File: src/rtl/uart_tx_arbiter.sv
// ---------------------------------------------------------------------------
// uart_tx_arbiter
//
// Shares one uart_tx byte transmitter between two byte producers:
//   source 0 - CPU MMIO store path
//   source 1 - debug/trace path
// Each source owns a one-entry holding register behind a valid/ready
// handshake. A round-robin arbiter picks the next byte, and a sequencer
// drives the transmitter's edge-triggered tx_data_valid / tx_ready protocol.
// uart_tx starts a frame on the falling edge of tx_data_valid. It
// acknowledges by dropping tx_ready and raises it again when the frame ends.
//
// Parameters:
//   PULSE_LEN    cycles tx_data_valid is held high (2..255)
//   ACK_TIMEOUT  cycles to wait for tx_ready to fall after release (4..255)
//
// Ports:
//   clk, rst         clock (rising edge), asynchronous active-high reset
//   s0_valid/s0_data source 0 byte handshake in; s0_ready = holding reg empty
//   s1_valid/s1_data source 1 byte handshake in; s1_ready = holding reg empty
//   tx_data          registered byte to the transmitter
//   tx_data_valid    registered start strobe to the transmitter
//   tx_ready         transmitter idle flag
//   busy             sequencer not in IDLE (registered)
//   last_src         source index of the most recent grant
//   err_timeout      sticky: transmitter never acknowledged a byte
//   err_clr          clears err_timeout (a simultaneous timeout wins)
// ---------------------------------------------------------------------------
module uart_tx_arbiter #(
    parameter int unsigned PULSE_LEN   = 4,
    parameter int unsigned ACK_TIMEOUT = 16
) (
    input  logic       clk,
    input  logic       rst,
    input  logic       s0_valid,
    input  logic [7:0] s0_data,
    output logic       s0_ready,
    input  logic       s1_valid,
    input  logic [7:0] s1_data,
    output logic       s1_ready,
    output logic [7:0] tx_data,
    output logic       tx_data_valid,
    input  logic       tx_ready,
    output logic       busy,
    output logic       last_src,
    output logic       err_timeout,
    input  logic       err_clr
);

    typedef enum logic [1:0] {
        ST_IDLE,
        ST_HIGH,
        ST_ACK,
        ST_DRAIN
    } state_t;

    localparam logic [7:0] L_PULSE_LAST = 8'(PULSE_LEN - 1);
    localparam logic [7:0] L_ACK_LAST   = 8'(ACK_TIMEOUT - 1);

    state_t     r_state;
    state_t     w_state_next;
    logic [7:0] r_cnt;
    logic [7:0] w_cnt_next;
    logic [7:0] r_tx_data;
    logic [7:0] w_tx_data_next;
    logic       r_tx_valid;
    logic       w_tx_valid_next;
    logic       r_last_src;
    logic       w_last_src_next;
    logic       r_busy;
    logic       r_err;

    // Holding registers: r_sN_ready is the "empty" flag, stored directly.
    logic       r_s0_ready;
    logic       r_s1_ready;
    logic [7:0] r_data0;
    logic [7:0] r_data1;

    logic       w_full0;
    logic       w_full1;
    logic       w_grant;
    logic       w_grant_src;
    logic       w_timeout;

    assign w_full0 = ~r_s0_ready;
    assign w_full1 = ~r_s1_ready;

    // Round-robin: a lone full register wins outright; on a tie the source
    // that did not win last time goes next.
    assign w_grant_src = (w_full0 && w_full1) ? ~r_last_src : w_full1;

    // -----------------------------------------------------------------------
    // Next-state / next-output logic
    // -----------------------------------------------------------------------
    always_comb begin
        // NOTE: every signal written here gets a default first, so no path
        // can leave one unassigned and infer a latch.
        w_state_next    = r_state;
        w_cnt_next      = r_cnt;
        w_tx_data_next  = r_tx_data;
        w_tx_valid_next = 1'b0;
        w_last_src_next = r_last_src;
        w_grant         = 1'b0;
        w_timeout       = 1'b0;

        case (r_state)
            ST_IDLE: begin
                if (tx_ready && (w_full0 || w_full1)) begin
                    w_grant         = 1'b1;
                    w_tx_data_next  = w_grant_src ? r_data1 : r_data0;
                    w_last_src_next = w_grant_src;
                    w_cnt_next      = 8'd0;
                    w_tx_valid_next = 1'b1;
                    w_state_next    = ST_HIGH;
                end
            end
            ST_HIGH: begin
                if (r_cnt == L_PULSE_LAST) begin
                    w_cnt_next   = 8'd0;
                    w_state_next = ST_ACK;
                end else begin
                    w_cnt_next      = r_cnt + 8'd1;
                    w_tx_valid_next = 1'b1;
                end
            end
            ST_ACK: begin
                if (!tx_ready) begin
                    w_state_next = ST_DRAIN;
                end else if (r_cnt == L_ACK_LAST) begin
                    // The byte is dropped; it is not retried.
                    w_timeout    = 1'b1;
                    w_state_next = ST_IDLE;
                end else begin
                    w_cnt_next = r_cnt + 8'd1;
                end
            end
            ST_DRAIN: begin
                // Frame in progress: no timeout, wait for the transmitter.
                if (tx_ready) begin
                    w_state_next = ST_IDLE;
                end
            end
            default: begin
                w_state_next = ST_IDLE;
            end
        endcase
    end

    // -----------------------------------------------------------------------
    // Sequencer state and registered outputs
    // -----------------------------------------------------------------------
    always_ff @(posedge clk or posedge rst) begin
        // NOTE: sequential state uses non-blocking assignments so every flop
        // samples the pre-edge values, independent of statement order.
        if (rst) begin
            r_state    <= ST_IDLE;
            r_cnt      <= 8'd0;
            r_tx_data  <= 8'd0;
            r_tx_valid <= 1'b0;
            r_last_src <= 1'b1;
            r_busy     <= 1'b0;
            r_err      <= 1'b0;
        end else begin
            r_state    <= w_state_next;
            r_cnt      <= w_cnt_next;
            r_tx_data  <= w_tx_data_next;
            r_tx_valid <= w_tx_valid_next;
            r_last_src <= w_last_src_next;
            r_busy     <= (w_state_next != ST_IDLE);
            // A timeout in the same cycle as err_clr leaves the flag set.
            if (w_timeout) begin
                r_err <= 1'b1;
            end else if (err_clr) begin
                r_err <= 1'b0;
            end
        end
    end

    // -----------------------------------------------------------------------
    // Holding-register flags. Load needs the register empty and grant needs
    // it full, so the two never coincide on the same register.
    // -----------------------------------------------------------------------
    always_ff @(posedge clk or posedge rst) begin
        if (rst) begin
            r_s0_ready <= 1'b1;
            r_s1_ready <= 1'b1;
        end else begin
            if (s0_valid && r_s0_ready) begin
                r_s0_ready <= 1'b0;
            end else if (w_grant && !w_grant_src) begin
                r_s0_ready <= 1'b1;
            end
            if (s1_valid && r_s1_ready) begin
                r_s1_ready <= 1'b0;
            end else if (w_grant && w_grant_src) begin
                r_s1_ready <= 1'b1;
            end
        end
    end

    // NOTE: the data bytes carry no reset; they are only read while the
    // matching full flag is set, and that flag is cleared by reset.
    always_ff @(posedge clk) begin
        if (s0_valid && r_s0_ready) begin
            r_data0 <= s0_data;
        end
        if (s1_valid && r_s1_ready) begin
            r_data1 <= s1_data;
        end
    end

    assign s0_ready      = r_s0_ready;
    assign s1_ready      = r_s1_ready;
    assign tx_data       = r_tx_data;
    assign tx_data_valid = r_tx_valid;
    assign busy          = r_busy;
    assign last_src      = r_last_src;
    assign err_timeout   = r_err;

endmodule

File: config.mk
export PLATFORM = sky130hd
export DESIGN_NAME = uart_tx_arbiter
export DESIGN_NICKNAME = d
export VERILOG_FILES = /design/src/rtl/uart_tx_arbiter.sv
export SDC_FILE = /design/constraint.sdc
export NUM_CORES = 1
export LEC_CHECK = 0
export ABC_AREA = 1
export CAP_MARGIN = 20
export CORE_ASPECT_RATIO = 2
export CORE_MARGIN = 4
export CORE_UTILIZATION = 46
export DETAILED_ROUTE_END_ITERATION = 7
export GPL_ROUTABILITY_DRIVEN = 0
export PLACE_DENSITY = 0.81
export SLEW_MARGIN = 20
export SYNTH_ARGS = -nofsm -noshare
export SYNTH_HDL_FRONTEND = slang
export SYNTH_SLANG_ARGS = --single-unit
File: constraint.sdc
create_clock -name clk -period 1.65 [get_ports clk]
set_clock_uncertainty 0.1 [all_clocks]
set_input_delay 0.33 -clock clk [delete_from_list [all_inputs] [get_ports clk]]
set_output_delay 0.33 -clock clk [all_outputs]
set_load 0.05 [all_outputs]
* Word-level counts from Yosys, hierarchy flattened
Cells that the tools add are included.
** Cells by class
- Add/subtract/negate cells :: 1
- Equal/unequal tests :: 8
- Multiplexer cells :: 26
- Bitwise operators :: 3
- Reduce and logical (&&, ||, !) cells :: 16
** Operators by type and width (number)
- 2-to-1 mux 8 bit :: 5
- one-hot mux 8 bit (3 select lines) :: 1
- 2-to-1 mux 1 bit :: 13
- 2-to-1 mux 2 bit :: 5
- adder 8 x 1 -> 8 bit, second input constant :: 1
- == test 8 x 2 -> 1 bit, second input constant :: 1
- == test 8 x 4 -> 1 bit, second input constant :: 1
- one-hot mux 2 bit (4 select lines) :: 1
- nonzero test 2 bit :: 4
- logical AND 1 bit :: 6
- inequality test 2 bit, second input constant :: 3
- == test 2 bit, second input constant :: 2
- AND reduction 4 bit :: 1
- inverter 1 bit :: 3
- nonzero test 3 bit :: 1
- == test 2 x 1 -> 1 bit, second input constant :: 1
- zero test 2 bit :: 1
- one-hot mux 1 bit (2 select lines) :: 1
- AND reduction 2 bit :: 1
- zero test 1 bit :: 1
- logical OR 1 bit :: 1
** Word-level totals
- Flip-flop bits (word level) :: 40

* Logic depth before layout (Yosys ltp)
- Depth in word-level cells :: 8
- Mapped depth :: 9
- Mapped depth without buffers :: 9

* Worst setup path before layout
No wires, ideal clock.
- Kind :: reg2reg
- Start point :: register r_state[0]
- End point :: register r_cnt[3]
- Library setup time :: 0.118 ns
- Arrival :: 1.407 ns
- Required time :: 1.432 ns
- Path slack :: 0.025 ns
- Cell stages (with the launch flop) :: 10
- Buffers on the path :: 0
- Cell sequence :: dfrtp_1 > inv_1 > ha_1 > inv_1 > nand3_1 > nand3_2 > nor2_4 > inv_4 > nand2_1 > nand2_1
** On the way
- Word-level cells in the longest chain between the ends :: 3
** RTL lines
- start, declared :: RTL line 60 : state_t r_state;
- start signal, assigned :: RTL line 164 : r_state <= w_state_next;
- == test 2 bit, or another cell as far along :: RTL line 106 : case (r_state)
- inequality test 2 bit (no source line) or nonzero test 3 bit (tied branches)
- AND reduction 4 bit (no source line)
- end signal, assigned :: RTL line 165 : r_cnt <= w_cnt_next;
- end, declared :: RTL line 62 : logic [7:0] r_cnt;
Parallel ways exist; a longest one is shown, timed or not.
A chain may end at the register's enable or synchronous reset.

* Final worst setup path
- Start point :: register r_cnt[0]
- End point :: register r_cnt[3]
** On the way
- Word-level cells in the longest chain between the ends :: 4
** RTL lines
- adder 8 x 1 -> 8 bit :: RTL line 122, 134
- 2-to-1 mux 8 bit :: RTL line 129 : end else if (r_cnt == L_ACK_LAST) begin
- 2-to-1 mux 8 bit :: RTL line 127 : if (!tx_ready) begin
- one-hot mux 8 bit (3 select lines) :: RTL line 106
Parallel ways exist; a longest one is shown, timed or not. The select of a mux whose other input is x is not followed.

==> impl_metrics.tcl <==
set metrics [dict create \
    status "finished, final reports clean" \
    grt_pass1_vias 1655 \
    post-route-period-util_pct 97.6 \
    multi_input_area_um2 786 \
    synth_top_area_share_pct 27.9 \
    portBuffers 35 \
    path_cells "ha_4 > nand2_4 > nor2_4 > inv_2 > nor3_4 > nor2_4 > inv_4 > nand2_1 > nand2_1" \
    core-area_mm2 0.00392 \
    synthTopCellsByArea "dfrtp_1 (28%), edfxtp_1 (25%), nand2_1 (14%), nand3_1 (6.4%), dfstp_2 (4.2%)" \
    clkTransAtPathRegs_ns 0.08 \
    final_nets 298 \
    ios 36 \
    synthSimpleGateAreaFrac_pct 27.3 \
    grt-ovfl-total 0 \
    grtUsageTotal_pct 19.0 \
    fmax_mhz 621 \
    path_class "register to register" \
    cts_buffers 5 \
    dr_total_vias 1658 \
    vdd_drop_max_uv 1300 \
    avgSynthCellArea_um2 9.07 \
    fp-row-count 32 \
    root_buffer "clkbuf_8" \
    design_area_mm2 0.00286 \
    synth_nets 235 \
    ys_warn_count 0 \
    grt_pass1_wl_um 7200 \
    antenna_found_initial 0 \
    relSlewSlack_pct 77.3 \
    final_util_pct 73.0 \
    die_x_um 53.3 \
    synthAdderAreaFrac_pct 3.32 \
    yosysTopAreaCell "dfrtp_1" \
    via_per_inst 5.13 \
    critPathCaptureType "register" \
    drtIter0Drc 58 \
    netlist_instances 208 \
    area_growth_pct 51.9 \
    finalSetupViolations 0 \
    p_leak_nw 1.31 \
    critical_path.startpoint_type "register" \
    crit_arrival_ns 1.75 \
    drt-total-wl_um 4770 \
    worst_pin_slew_ns 0.341 \
    dpl.cell_count 309 \
    synth_xor_area_share_pct 0.464 \
    grt_max_degree 25 \
    dpl_cell_area_mm2 0.00257 \
    clkSinkCount 40 \
    yosysUniqueCellTypes 27 \
    hold_class "input pin to asynchronous set/reset pin" \
    cpPeakStageDelay_ns 0.41 \
    total_power_mw 5.33 \
    seq_area_mm2 0.00109 \
    synth-compound-area-share_pct 5.77 \
    final_antenna_net_count 0 \
    drc_errors 0 \
    tns_ns 0 \
    synth_top_family_by_area "simple AND/OR/NAND/NOR gates" \
    clk_path_buf_depth 2 \
    power.density_mw_per_mm2 1860 \
    crit_path_top_delay_cell "dfrtp_1" \
    slew_violations 0 \
    min_period_ns 1.61 \
    netlist_area_mm2 0.00189 \
    hold_viol 0 \
    final_common_cell "nand2_1" \
    drt_pre_antenna_iters 4 \
    ys_ff_latch 40 \
    required_ns 1.79 \
    cap_violations 0 \
    initial_core_util_pct 48.1 \
    finalNonFillerCells 323 \
    cp_max_fo 8 \
    final_cell_mix "nand2_1 (68), nand3_1 (23), buf_4 (21), dfrtp_1 (20), clkdlybuf4s50_1 (20)" \
    yosys-mux-area-fraction_pct 0 \
    die_area_mm2 0.00525 \
    drt-wirelength-per-cell_um 14.8 \
    ys_seq_area_share_pct 57.5 \
    diodes 0 \
    tritoncts "done" \
    fillerInstances 299 \
    insertion_delay_ns 0.29 \
    die_height_um 98.5 \
    layout-drive-gt1-share_pct 29.0 \
    h-tree-depth 2 \
    dp.final_hpwl_um 3420 \
]
[state kept, by name, indices dropped and copies added, names as in the netlist]
name	count
busy	1
err_timeout	1
last_src	1
r_cnt	8
r_data0	8
r_data1	8
r_state	2
s0_ready	1
s1_ready	1
tx_data	8
tx_data_valid	1
[area by class of cell]
cell class | count | area share [%]
flip-flops and latches | 40 | 37.9
multi-input cells | 142 | 27.4
repair buffers | 57 | 23.4
inverters | 25 | 3.45
clock inverters | 3 | 3.15
clock buffers | 5 | 2.40
well taps | 51 | 2.23
[through the flow]
step | hold slack [ns] | worst slack, ns
2_1_floorplan | 0.242 | 0.0253
3_3_place_gp | 0.328 | -0.263
3_5_place_dp | 0.345 | -0.279
4_1_cts | 0.301 | 0.00108
5_1_grt | 0.302 | -0.0285
6_report | 0.291 | 0.0400
[report_power, final]
group | internal (mW) | switching [mW] | total [mW] | leakage, nW
clock | 0.756 | 0.337 | 1.09 | 0.0784
combinational | 1.19 | 1.44 | 2.63 | 0.784
sequential | 1.34 | 0.266 | 1.60 | 0.449
total | 3.29 | 2.04 | 5.33 | 1.31
[layer usage]
metal	vias up	global-route usage, %	routed length, µm
li1	806	-	-
met1	796	14.7	1470
met2	48	38.3	3040
met3	8	4.39	174
met4	0	9.45	76
met5	-	0	0
[cell families after synthesis]
group | after synthesis
simple gates | 117
flops | 40
buf+inv | 27
compound gates | 18
fa+ha+maj | 5
xor+xnor | 1
[cell usage after synthesis, drive strengths merged]
cell and n:
o21ai 3, ha 5, buf 2, nand4 3, nand3 25, dfstp 3, a22oi 4, dfrtp 21
edfxtp 16, nand2 72, nor2 16, inv 24, o22ai 2, o21bai 1, nor3 1, a21oi 8
clkinv 1, xor2 1
[path summary, 6_finish.rpt]
path / start / to / slack [ns] / cells after the start
max reg2reg: r_cnt[0]$_DFFE_PP0P_ / r_cnt[3]$_DFFE_PP0P_ / 0.04 / 9
max: r_cnt[0]$_DFFE_PP0P_ / r_cnt[3]$_DFFE_PP0P_ / 0.04 / 9
min: rst / r_cnt[1]$_DFFE_PP0P_ / 0.29 / 3
min reg2reg: r_data1[5]$_DFFE_PP_ / tx_data[5]$_DFFE_PP0P_ / 0.35 / 2
max in group asynchronous: rst / s1_ready$_DFFE_PP1P_ / 0.86 / 3
min in group clk: tx_ready / err_timeout$_DFFE_PP0P_ / 0.29 / 3
[what timing repair did]
action	CTS	global route
gates resized for setup	5	18
hold buffers	0	0
endpoints found under the setup margin	9	13
pin swaps	1	7
setup buffers	1	4
gates cloned	1	0
[critical path: cells and delay by family (launching register included)]
kind | cells | cell delay (ns)
and+or+nand+nor | 6 | 0.69
DFF | 1 | 0.41
adders and majority gates | 1 | 0.18
buffers and inverters | 2 | 0.16
Note: power is estimated with default switching activity, not from simulation.
==> variant 1 (same flow settings) <==
Take the reset off `r_tx_data` and load it in a clocked block of its own.
--- a/src/rtl/uart_tx_arbiter.sv
+++ b/src/rtl/uart_tx_arbiter.sv
@@ -157,3 +157,2 @@
             r_cnt      <= 8'd0;
-            r_tx_data  <= 8'd0;
             r_tx_valid <= 1'b0;
@@ -165,3 +164,2 @@
             r_cnt      <= w_cnt_next;
-            r_tx_data  <= w_tx_data_next;
             r_tx_valid <= w_tx_valid_next;
@@ -176,2 +174,6 @@
         end
+    end
+
+    always_ff @(posedge clk) begin
+        r_tx_data <= w_tx_data_next;
     end
Function: differs if rst is asserted again (counterexample within 4 cycles, from zero or initial values and one cycle with rst high); with rst held inactive, the same outputs for 10 cycles.
==> variant 1 against the unedited design <==
- setup slack better by 0.0074 ns
- hold slack worse by 0.057 ns
- area after synthesis fell by 0.53%
- critical path type unchanged
- clock power decreased by 42%
- power is 19% lower
- sequential power is 3% lower
- sequential cell count stayed put
- final area shrank 8.6%
- routed wire length down 5.5%
==> variant 1: results (changes against the unedited design) <==
ratio of cells with drive above 1 in the final layout 0.252 (was 0.290); Vias/cell 5.06 (was 5.13); synthesized area per cell 9.57 um^2 (was 9.07 um^2); first-pass GRT wire length 7.03 mm (was 7.20 mm); Final Cycle Share 0.971 (was 0.976); met1 Usage GRT 0.188 (was 0.147); post-synthesis sequential area ratio 0.600 (was 0.575); outcome complete, no violations (unchanged); Pleak 1.17 nW (was 1.31 nW); number of detailed-route iterations in the first pass 6 (was 4); largest net degree at the start of global routing 17 (was 25); Layout Cells excl Fill 309 (was 323); NonClk Buf Share 0.207 (was 0.234); drt initial violations 43 (was 58); vias in the first global route 1562 (was 1655); Post-synth EDFFs 24 (was 16); multi-input gate count 133 (was 142); Synth cell types 25 (was 27); Multi-input gate area 704 um^2 (was 786 um^2); Signal buffers 53 (was 57); Worst Setup EP r_cnt[5]$_DFFE_PP0P_ (was r_cnt[3]$_DFFE_PP0P_); Layout fillers 301 (was 299); Worst Path Arrival 1.69 ns (was 1.75 ns); FF/Latch Area 1120 um^2 (was 1090 um^2); met3 WL 204 um (was 174 um); Setup crit start r_state[0]$_DFF_PP0_ (was r_cnt[0]$_DFFE_PP0P_); Synth async-reset ratio 0.400 (was 0.600); hold_ws 0.235 ns (was 0.291 ns); met2 GRT Util 0.337 (was 0.383)
-- variant 1: cell types whose count changed after synthesis, sizes merged, moves of 2 or more --
cell,before,now
nand4,3,0
edfxtp,16,24
dfrtp,21,13
nand2,72,74
a22oi,4,0
buf,2,0
nand3,25,19
-- variant 1: report_power, final --
group	internal (mW)	total, mW	switching [mW]
sequential	1.39	1.56	0.171
combinational	0.821	2.11	1.29
clock	0.292	0.637	0.345
total	2.50	4.31	1.81
-- variant 1: timing repair --
action	in CTS	in global routing
endpoints found under the setup margin	8	10
cloned	0	1
buffers inserted	2	3
pin swaps	1	5
resized for setup	1	14
hold endpoints to repair	0	0
-- variant 1: cells by family after synthesis --
| family | count (synthesis) | share of synthesized area |
|---|---|---|
| adders and majority gates | 5 | 0.0334 |
| and+or+nand+nor | 108 | 0.251 |
| AOI/OAI and AO/OA | 17 | 0.0560 |
| buffers and inverters | 24 | 0.0507 |
| DFF | 40 | 0.600 |
| xor gates and xnor gates | 2 | 0.00934 |
==> variant 2 (config.mk and constraints unchanged) <==
Without the edit above. Set the parameter `ACK_TIMEOUT` to 15 (it was 16).
--- a/src/rtl/uart_tx_arbiter.sv
+++ b/src/rtl/uart_tx_arbiter.sv
@@ -30,3 +30,3 @@
     parameter int unsigned PULSE_LEN   = 4,
-    parameter int unsigned ACK_TIMEOUT = 16
+    parameter int unsigned ACK_TIMEOUT = 15
 ) (
Formal check against the unedited RTL: no difference found for any inputs over 10 cycles, from zero or initial values and one cycle with rst high; that may be too few to reach the edited logic, so the function may still have changed.
==> variant 2 against the unedited design <==
- sequential cell count is the same
- power decreased by 0.54%
- area after synthesis grew 0.33%
- count of clock-buffer cells in the layout did not move
- largest power group unchanged
- final area is 2.4% higher
- setup slack worse by 0.039 ns
- routed wire length grew 5.0%
==> variant 2: results (changes against the unedited design) <==
Crit Path Max Fanout 5 (was 8); Worst Path Arrival 1.72 ns (was 1.75 ns); clock-pin slew on the worst setup and hold paths 0.07 ns; drt total wl 5.01 mm (was 4.77 mm); drt initial violations 45 (was 58); Vias/cell 5.20 (was 5.13); Synth area leaders dfrtp_1, edfxtp_1, nand2_1 (unchanged); post-synthesis sequential area ratio 0.573 (was 0.575); Post-Synth Adder-Cell Area 0.0397 (was 0.0332); ratio of cells with drive above 1 in the final layout 0.342 (was 0.290); Crit-path slowest cell dfrtp_2 (was dfrtp_1); initial antenna violation count 0 (unchanged); XOR/XNOR share of the synthesized area 0.0139 (was 0.00464); Pleak 1.31 nW (about the same); Worst-Margin Slew 0.309 ns (was 0.341 ns); number of H-tree levels 2 (unchanged); CP delay by family, top flip-flops (was simple AND/OR/NAND/NOR gates); gate count of the mapped netlist 202 (was 208); Synth cell types 27 (unchanged); root buffer cell clkbuf_8 (unchanged); Post-synth EDFFs 16 (unchanged); CTS max path bufs 2 (unchanged); total track usage 0.186 (was 0.190); top cells by count, synth nand2_1, nand3_1, inv_1 (was nand2_1, nand3_1, dfrtp_1); I/O Buffers 35 (unchanged); Main synth FF type dfrtp_1 (unchanged); Total Nets Final 299 (was 298); number of detailed-route iterations in the first pass 4 (unchanged); net count after synthesis 230 (was 235); Post-DP HPWL 3.39 mm (was 3.42 mm); complex-gate fraction of the synthesized area 0.0648 (was 0.0577); delay of the slowest critical-path stage 0.46 ns (was 0.41 ns); Synth async-reset ratio 0.600 (unchanged); outcome complete, no violations (unchanged); Worst VDD drop 1450 uV (was 1300 uV); total CTS buffers 5 (unchanged); vias in the first global route 1647 (was 1655); first-pass GRT wire length 7.11 mm (was 7.20 mm); Vias 1679 (was 1658); DP Area 2600 um^2 (was 2570 um^2)
variant 2: path summary, 6_finish.rpt:
path / to / depth (start not counted) / slack, ns / start
max in group asynchronous: last_src$_DFFE_PP1P_ / 3 / 0.88 / rst
hold reg to reg: tx_data[1]$_DFFE_PP0P_ / 2 / 0.35 / r_data0[1]$_DFFE_PP_
hold / removal: tx_data_valid$_DFF_PP0_ / 3 / 0.28 / rst
setup reg to reg: busy$_DFF_PP0_ / 9 / 0.0009 / r_state[1]$_DFF_PP0_
setup / recovery: busy$_DFF_PP0_ / 9 / 0.0009 / r_state[1]$_DFF_PP0_
min in group clk: tx_data[1]$_DFFE_PP0P_ / 2 / 0.35 / r_data0[1]$_DFFE_PP_
variant 2: cells by family after synthesis:
| logic type | after synthesis |
|---|---|
| AND/OR/NAND/NOR | 100 |
| buffers and inverters | 32 |
| adder cells (fa/ha/maj) | 6 |
| flip-flops | 40 |
| AO/OA/AOI/OAI | 21 |
| XOR/XNOR | 3 |
variant 2: layout make-up:
type	instances	area, um^2
multi-input cells	130	800
inverters	27	111
clock inverters	3	37.5
clock buffers	5	68.8
repair buffers	67	763
flip-flops and latches	40	1090
well taps	51	63.8
fillers	257	990
variant 2: timing repair:
| item | 4_1_cts | 5_1_grt |
|---|---|---|
| buffers inserted | 2 | 9 |
| setup endpoints to repair | 8 | 20 |
| resized for setup | 6 | 36 |
| pin swaps | 1 | 7 |
| gates cloned | 0 | 0 |
variant 2: tightest hold or removal path: stages:
cell	delay [ns]
clkdlybuf4s50_1	0.39
inv_1	0.05
buf_4	0.29
variant 2: per-stage QoR:
step | power, mW | hold WS, ns | setup WS, ns | TNS, ns
after floorplan | 2.84 | 0.242 | 0.0477 | 0
after global placement | 4.04 | 0.333 | -0.159 | -1.42
after detailed placement | 4.09 | 0.339 | -0.229 | -2.14
after CTS | 4.90 | 0.285 | 0.0139 | 0
after global routing | 5.55 | 0.301 | -0.0634 | -0.392
final | 5.30 | 0.275 | 0.000868 | 0
variant 2: power by group:
part	internal (mW)	switching, mW
Clock	0.440	0.318
Sequential	1.32	0.237
Combinational	1.38	1.60
Total	3.14	2.16
variant 2: per-layer routing:
| layer | share of wire | global-route usage | vias up |
|---|---|---|---|
| li1 | - | - | 800 |
| met1 | 0.32 | 0.159 | 803 |
| met2 | 0.59 | 0.354 | 55 |
| met3 | 0.036 | 0.0378 | 21 |
| met4 | 0.051 | 0.118 | 0 |
| met5 | 0 | 0 | - |
